**config.mk**
```make
export PLATFORM = sky130hd
export DESIGN_NAME = multicycle_controller
export DESIGN_NICKNAME = d
export VERILOG_FILES = /design/src/rtl/multicycle_controller.sv
export SDC_FILE = /design/constraint.sdc
export NUM_CORES = 1
export LEC_CHECK = 0
export ABC_AREA = 0
export CAP_MARGIN = 10
export CELL_PAD_IN_SITES_DETAIL_PLACEMENT = 1
export CELL_PAD_IN_SITES_GLOBAL_PLACEMENT = 2
export CORE_MARGIN = 5
export CORE_UTILIZATION = 30
export CTS_CLUSTER_SIZE = 8
export DETAILED_ROUTE_END_ITERATION = 6
export PLACE_DENSITY_LB_ADDON = 0.25
export RECOVER_POWER = 50
export SYNTH_ARGS = -nofsm -noshare
export SYNTH_HDL_FRONTEND = slang
export SYNTH_SLANG_ARGS = --single-unit
```
**constraint.sdc**
```tcl
create_clock -name clk -period 5.8 [get_ports clk]
set_clock_uncertainty 0.2 [all_clocks]
set_input_delay 0.87 -clock clk [delete_from_list [all_inputs] [get_ports clk]]
set_output_delay 0.87 -clock clk [all_outputs]
set_load 0.005 [all_outputs]
```
**src/rtl/multicycle_controller.sv**
```systemverilog
// Control FSM for the multicycle RV32I datapath: sequences fetch/decode/execute/memory/writeback
// over one shared memory port and ALU, driving every select and write enable.
module multicycle_controller #(
    parameter bit MEM_WAIT_EN = 1'b1
) (
    input  logic       clk,
    input  logic       reset,
    input  logic [6:0] op,
    input  logic [2:0] funct3,
    input  logic       funct7b5,
    input  logic       Zero,
    input  logic       MemReady,
    output logic       PCWrite,
    output logic       AdrSrc,
    output logic       MemWrite,
    output logic       IRWrite,
    output logic [1:0] ResultSrc,
    output logic [1:0] ALUSrcA,
    output logic [1:0] ALUSrcB,
    output logic [1:0] ImmSrc,
    output logic [2:0] ALUControl,
    output logic       RegWrite,
    output logic       Retired,
    output logic       Illegal
);

    // state    | meaning
    // FETCH    | read instruction at PC, PC <= PC + 4 when memory is ready
    // DECODE   | read registers, branch target into ALUOut
    // MEMADR   | compute load/store address
    // MEMREAD  | load access, waits on MemReady
    // MEMWB    | write loaded data to register file
    // MEMWRITE | store access, strobe held until MemReady
    // EXECR    | register-register ALU operation
    // EXECI    | register-immediate ALU operation
    // ALUWB    | write ALUOut to register file
    // JAL      | PC <= branch target, link address into ALUOut
    // BEQ      | compare operands, take branch on Zero
    typedef enum logic [3:0] {
        S_FETCH    = 4'd0,
        S_DECODE   = 4'd1,
        S_MEMADR   = 4'd2,
        S_MEMREAD  = 4'd3,
        S_MEMWB    = 4'd4,
        S_MEMWRITE = 4'd5,
        S_EXECR    = 4'd6,
        S_EXECI    = 4'd7,
        S_ALUWB    = 4'd8,
        S_JAL      = 4'd9,
        S_BEQ      = 4'd10
    } state_t;

    typedef struct packed {
        logic       adr_src;
        logic [1:0] result_src;
        logic [1:0] alu_src_a;
        logic [1:0] alu_src_b;
        logic [1:0] alu_op;
        logic       mem_write;
        logic       reg_write;
        logic       pc_update;
        logic       branch;
        logic       retired;
    } ctrl_t;

    localparam logic [6:0] OP_LW   = 7'b0000011;
    localparam logic [6:0] OP_SW   = 7'b0100011;
    localparam logic [6:0] OP_R    = 7'b0110011;
    localparam logic [6:0] OP_I    = 7'b0010011;
    localparam logic [6:0] OP_BEQ  = 7'b1100011;
    localparam logic [6:0] OP_JAL  = 7'b1101111;

    function automatic ctrl_t moore_ctrl(input state_t s);
        ctrl_t c;
        c = '0;
        case (s)
            S_FETCH: begin
                c.alu_src_b  = 2'b10;
                c.result_src = 2'b10;
            end
            S_DECODE: begin
                c.alu_src_a = 2'b01;
                c.alu_src_b = 2'b01;
            end
            S_MEMADR: begin
                c.alu_src_a = 2'b10;
                c.alu_src_b = 2'b01;
            end
            S_MEMREAD:  c.adr_src = 1'b1;
            S_MEMWB: begin
                c.result_src = 2'b01;
                c.reg_write  = 1'b1;
                c.retired    = 1'b1;
            end
            S_MEMWRITE: begin
                c.adr_src   = 1'b1;
                c.mem_write = 1'b1;
            end
            S_EXECR: begin
                c.alu_src_a = 2'b10;
                c.alu_op    = 2'b10;
            end
            S_EXECI: begin
                c.alu_src_a = 2'b10;
                c.alu_src_b = 2'b01;
                c.alu_op    = 2'b10;
            end
            S_ALUWB: begin
                c.reg_write = 1'b1;
                c.retired   = 1'b1;
            end
            S_JAL: begin
                c.alu_src_a = 2'b01;
                c.alu_src_b = 2'b10;
                c.pc_update = 1'b1;
            end
            S_BEQ: begin
                c.alu_src_a = 2'b10;
                c.alu_op    = 2'b01;
                c.branch    = 1'b1;
                c.retired   = 1'b1;
            end
            default: c = '0;
        endcase
        return c;
    endfunction

    state_t state_q, state_d;
    ctrl_t  ctrl_q;
    logic   mem_rdy;
    logic   op_legal;
    logic   in_fetch;
    logic   pc_update;
    logic [2:0] alu_ctrl;
    logic [1:0] imm_src;

    assign mem_rdy  = MEM_WAIT_EN ? MemReady : 1'b1;
    assign in_fetch = (state_q == S_FETCH);
    assign op_legal = (op == OP_LW) || (op == OP_SW) || (op == OP_R) ||
                      (op == OP_I) || (op == OP_BEQ) || (op == OP_JAL);

    always_comb begin
        state_d = S_FETCH;
        case (state_q)
            S_FETCH:    state_d = mem_rdy ? S_DECODE : S_FETCH;
            S_DECODE: begin
                case (op)
                    OP_LW, OP_SW: state_d = S_MEMADR;
                    OP_R:         state_d = S_EXECR;
                    OP_I:         state_d = S_EXECI;
                    OP_JAL:       state_d = S_JAL;
                    OP_BEQ:       state_d = S_BEQ;
                    default:      state_d = S_FETCH;
                endcase
            end
            S_MEMADR:   state_d = (op == OP_LW) ? S_MEMREAD : S_MEMWRITE;
            S_MEMREAD:  state_d = mem_rdy ? S_MEMWB : S_MEMREAD;
            S_MEMWB:    state_d = S_FETCH;
            S_MEMWRITE: state_d = mem_rdy ? S_FETCH : S_MEMWRITE;
            S_EXECR:    state_d = S_ALUWB;
            S_EXECI:    state_d = S_ALUWB;
            S_ALUWB:    state_d = S_FETCH;
            S_JAL:      state_d = S_ALUWB;
            S_BEQ:      state_d = S_FETCH;
            default:    state_d = S_FETCH;
        endcase
    end

    // Moore fields are registered from the next state so they are glitch-free in the new state.
    always_ff @(posedge clk or negedge reset) begin
        if (!reset) begin
            state_q <= S_FETCH;
            ctrl_q  <= moore_ctrl(S_FETCH);
        end else begin
            state_q <= state_d;
            ctrl_q  <= moore_ctrl(state_d);
        end
    end

    always_comb begin
        alu_ctrl = 3'b000;
        case (ctrl_q.alu_op)
            2'b01: alu_ctrl = 3'b001;
            2'b10: begin
                case (funct3)
                    3'b000:  alu_ctrl = (op[5] & funct7b5) ? 3'b001 : 3'b000;
                    3'b010:  alu_ctrl = 3'b101;
                    3'b110:  alu_ctrl = 3'b011;
                    3'b111:  alu_ctrl = 3'b010;
                    default: alu_ctrl = 3'b000;
                endcase
            end
            default: alu_ctrl = 3'b000;
        endcase
    end

    always_comb begin
        imm_src = 2'b00;
        case (op)
            OP_SW:   imm_src = 2'b01;
            OP_BEQ:  imm_src = 2'b10;
            OP_JAL:  imm_src = 2'b11;
            default: imm_src = 2'b00;
        endcase
    end

    // Every output is qualified by reset so assertion clears it without waiting for a clock edge.
    assign pc_update  = (in_fetch & mem_rdy) | ctrl_q.pc_update;
    assign PCWrite    = reset & (pc_update | (ctrl_q.branch & Zero));
    assign IRWrite    = reset & in_fetch & mem_rdy;
    assign AdrSrc     = reset & ctrl_q.adr_src;
    assign MemWrite   = reset & ctrl_q.mem_write;
    assign RegWrite   = reset & ctrl_q.reg_write;
    assign Retired    = reset & (ctrl_q.retired | ((state_q == S_MEMWRITE) & mem_rdy));
    assign Illegal    = reset & (state_q == S_DECODE) & ~op_legal;
    assign ResultSrc  = reset ? ctrl_q.result_src : 2'b00;
    assign ALUSrcA    = reset ? ctrl_q.alu_src_a  : 2'b00;
    assign ALUSrcB    = reset ? ctrl_q.alu_src_b  : 2'b00;
    assign ImmSrc     = reset ? imm_src           : 2'b00;
    assign ALUControl = reset ? alu_ctrl          : 3'b000;

endmodule

```
==> summary.md <==
| Metric | Value |
|---|---|
| Routed WL per cell | `14.57 µm` |
| Cell family with most CP delay | `buffers and inverters` |
| # DRC | `0` |
| 1st-iter DRT viols | `30` |
| Register area share after synthesis | `0.4063` |
| R2r setup slk | `3510 ps` |
| TritonCTS clock tree | `yes` |
| Area Growth Syn to Fin | `35.91%` |
| CTS buffer count | `3` |
| Synth Area in Adders | `0.02245` |
| Storage element area | `452.9 µm²` |
| Post-synth EDFFs | `0` |
| Hpwl dp | `2292 µm` |
| Max_slew headroom | `0.6146` |
| CTS Sinks | `18` |
| Final Net Count | `166` |
| Die W | `70.96 µm` |
| Slew @ Worst Pin | `573.7 ps` |
| CTS root buf | `clkbuf_8` |
| Setup TNS | `0 ps` |
| Buffers on Ports | `32` |
| Pins Over Slew Limit | `0` |
| Syn_nets | `133` |
| Maximum VDD drop | `0.07951 mV` |
| Commonest non-fill, non-tap cells in the layout | `clkdlybuf4s50_1, dfrtp_1, and2_1, nor2_1, inv_1` |
| Initial antenna violation count | `0` |
| Die Ht | `70.96 µm` |
| Cell Count, Final, Fillers Out | `196` |
| Commonest non-fill, non-tap cell in the layout | `clkdlybuf4s50_1` |
| Hold WS | `493.3 ps` |
| Pin count of the biggest net entering global routing | `32` |
| Placer Congestion | `0.7661` |
| Crit start category | `input port` |
| First-pass GRT wire length | `5175 µm` |
| Via density | `4.974` |
| Placed cells | `192` |
| Die area | `5035 µm²` |
| WL final | `2855 µm` |
| Post-CTS setup buffer count | `0` |
| Max cap viols | `0` |
| WP buf/inv | `4` |
| Distinct cell type count after synthesis | `43` |
| Area of the multi-input gates | `580.6 µm²` |
| Drt first pass iters | `4` |
| #FFs+latches synth | `18` |
| Antenna Cells | `0` |
| Deepest clock path buffer count | `2` |
| Leakage | `0.0006360 µW` |
| Fin crit period | `3777 ps` |
| Core ar. | `3633 µm²` |
| Fin. Hold Viols | `0` |
| Synth Area in Compound Gates | `0.1235` |
| Largest stage delay, worst path | `540 ps` |
| Fraction of registers with async set/reset | `1.000` |
| Setup violators final | `0` |
| Post-synthesis xor/xnor area fraction | `0.007856` |
| Post-CTS sizing | `0` |
| Worst Path Required | `4730 ps` |
| Ys flop type | `dfrtp_1` |
| DR vias | `975` |
| Reg clk slew, reported paths | `70 ps` |
| Max Clock Freq | `0.2648 GHz` |
| Initial core utilization | `0.3068` |
| # rows | `22` |
| Simple-Gate Fraction of Synth Area | `0.3838` |
| Layout cell share with drive strength beyond 1 | `0.09459` |
| Layout Utilization | `0.4170` |
| Crit-path cells | `dlygate4sd3_1, buf_4, inv_1, nor4_1, clkdlybuf4s50_1` |
| GRT Residual Overflow | `0` |
| ANT nets after route | `0` |
| Io pins | `33` |
| Worst hold path type | `flop to flop` |
| Fillers | `427` |
| H-tree depth | `1` |
| Proportion of synthesized area in mux cells | `0` |
| Worst Setup End Kind | `output port` |
| RSZ-0062 raised after global routing | `false` |
| CP Depth | `5` |
| Yosys Warn Count | `0` |
| WP data arrival | `2710 ps` |
| Global Route Usage Sum | `0.1243` |
| Run status | `finished clean` |
| Hold depth | `2` |
| Max Fanout on Critical Path | `31` |
| Mapped Avg Cell Area | `9.611 µm²` |
| Crit share post-route | `0.6511` |
| Cts hold-fix bufs | `0` |
| Critical setup path kind | `input port to output port` |
| Pwr/cell area | `191.7 nW/µm²` |
| Vias in the first global route | `1073` |
| Critical-path top delay cell | `clkdlybuf4s50_1` |
| Clock Latency Late Sink | `240 ps` |
| Post-Syn Area | `1115 µm²` |
| Main combinational cell family by area after synthesis | `simple AND/OR/NAND/NOR gates` |
| R2R depth | `5` |
| Mapped Cells | `116` |
-- cell type report --
cell class                      count  share of cell area
Tap cell                           48             0.03964
Clock buffer                        4             0.03633
Timing Repair Buffer               33              0.2164
Sequential cell                    18              0.2989
Multi-Input combinational cell     83              0.3832
Inverter                           10             0.02560
-- registers in the layout, indices dropped and copies added (netlist names) --
register	count
ctrl_q	14
state_q	4
-- worst register-to-register path, delay by kind of cell (launching register included) --
| family | cells | cell delay, ps |
|---|---|---|
| buffers and inverters | 1 | 90 |
| flip-flops | 1 | 510 |
| AND/OR/NAND/NOR | 4 | 1440 |
-- where the power goes --
group	switching [µW]	total, µW	internal (µW)
Clock	38.8	99.0	60.2
Sequential	5.15	138	133
Combinational	24.2	53.5	29.3
-- routing by layer --
metal / wire length (µm) / global-route usage / up-vias
met5: 0 / 0 / -
met4: 22 / 0.03758 / 0
met3: 91 / 0.01420 / 2
met2: 1425 / 0.2080 / 16
met1: 1316 / 0.1677 / 480
li1: - / - / 477
-- cells in the mapped netlist (2+ instances only) --
master | instances | area, µm²
dfrtp_1 | 16 | 400.4
and2_1 | 10 | 62.56
inv_1 | 8 | 30.03
nor2_1 | 8 | 30.03
nand2_1 | 6 | 22.52
a21oi_1 | 5 | 25.02
and3_1 | 5 | 31.28
buf_2 | 4 | 20.02
nand2b_1 | 3 | 18.77
nand4b_1 | 3 | 26.28
nor3b_1 | 3 | 22.52
nor4_1 | 3 | 18.77
o21ai_1 | 3 | 15.01
a21o_1 | 2 | 15.01
dfstp_2 | 2 | 52.55
ha_1 | 2 | 25.02
nand3b_1 | 2 | 15.01
nand4_1 | 2 | 12.51
nor2b_1 | 2 | 12.51
nor4b_2 | 2 | 30.03
nor4bb_1 | 2 | 20.02
o31ai_1 | 2 | 15.01
-- cells by family after synthesis --
logic type	count (synthesis)
and+or+nand+nor	62
AOI/OAI and AO/OA	18
DFF	18
buffers and inverters	15
adders and majority gates	2
xor gates and xnor gates	1
-- worst paths after layout --
path / startpoint / end
worst min register to register: state_q[0] / ctrl_q[11]
max in group asynchronous: reset / ctrl_q[12]
min in group asynchronous: reset / ctrl_q[6]
worst max register to register: state_q[2] / ctrl_q[4]
worst max-delay path: reset / Illegal
worst min-delay path: state_q[0] / ctrl_q[11]
-- metrics by stage --
stage | worst slack, ps | total power [µW] | area [µm²]
3_5_place_dp | 2024 | 195.9 | 1479
5_1_grt | 1786 | 305.4 | 1515
6_report | 2023 | 290.4 | 1515
3_3_place_gp | 2097 | 194.0 | 1479
2_1_floorplan | 3235 | 164.8 | 1115
4_1_cts | 2024 | 295.7 | 1534
Note: power is estimated with default switching activity, not from simulation.
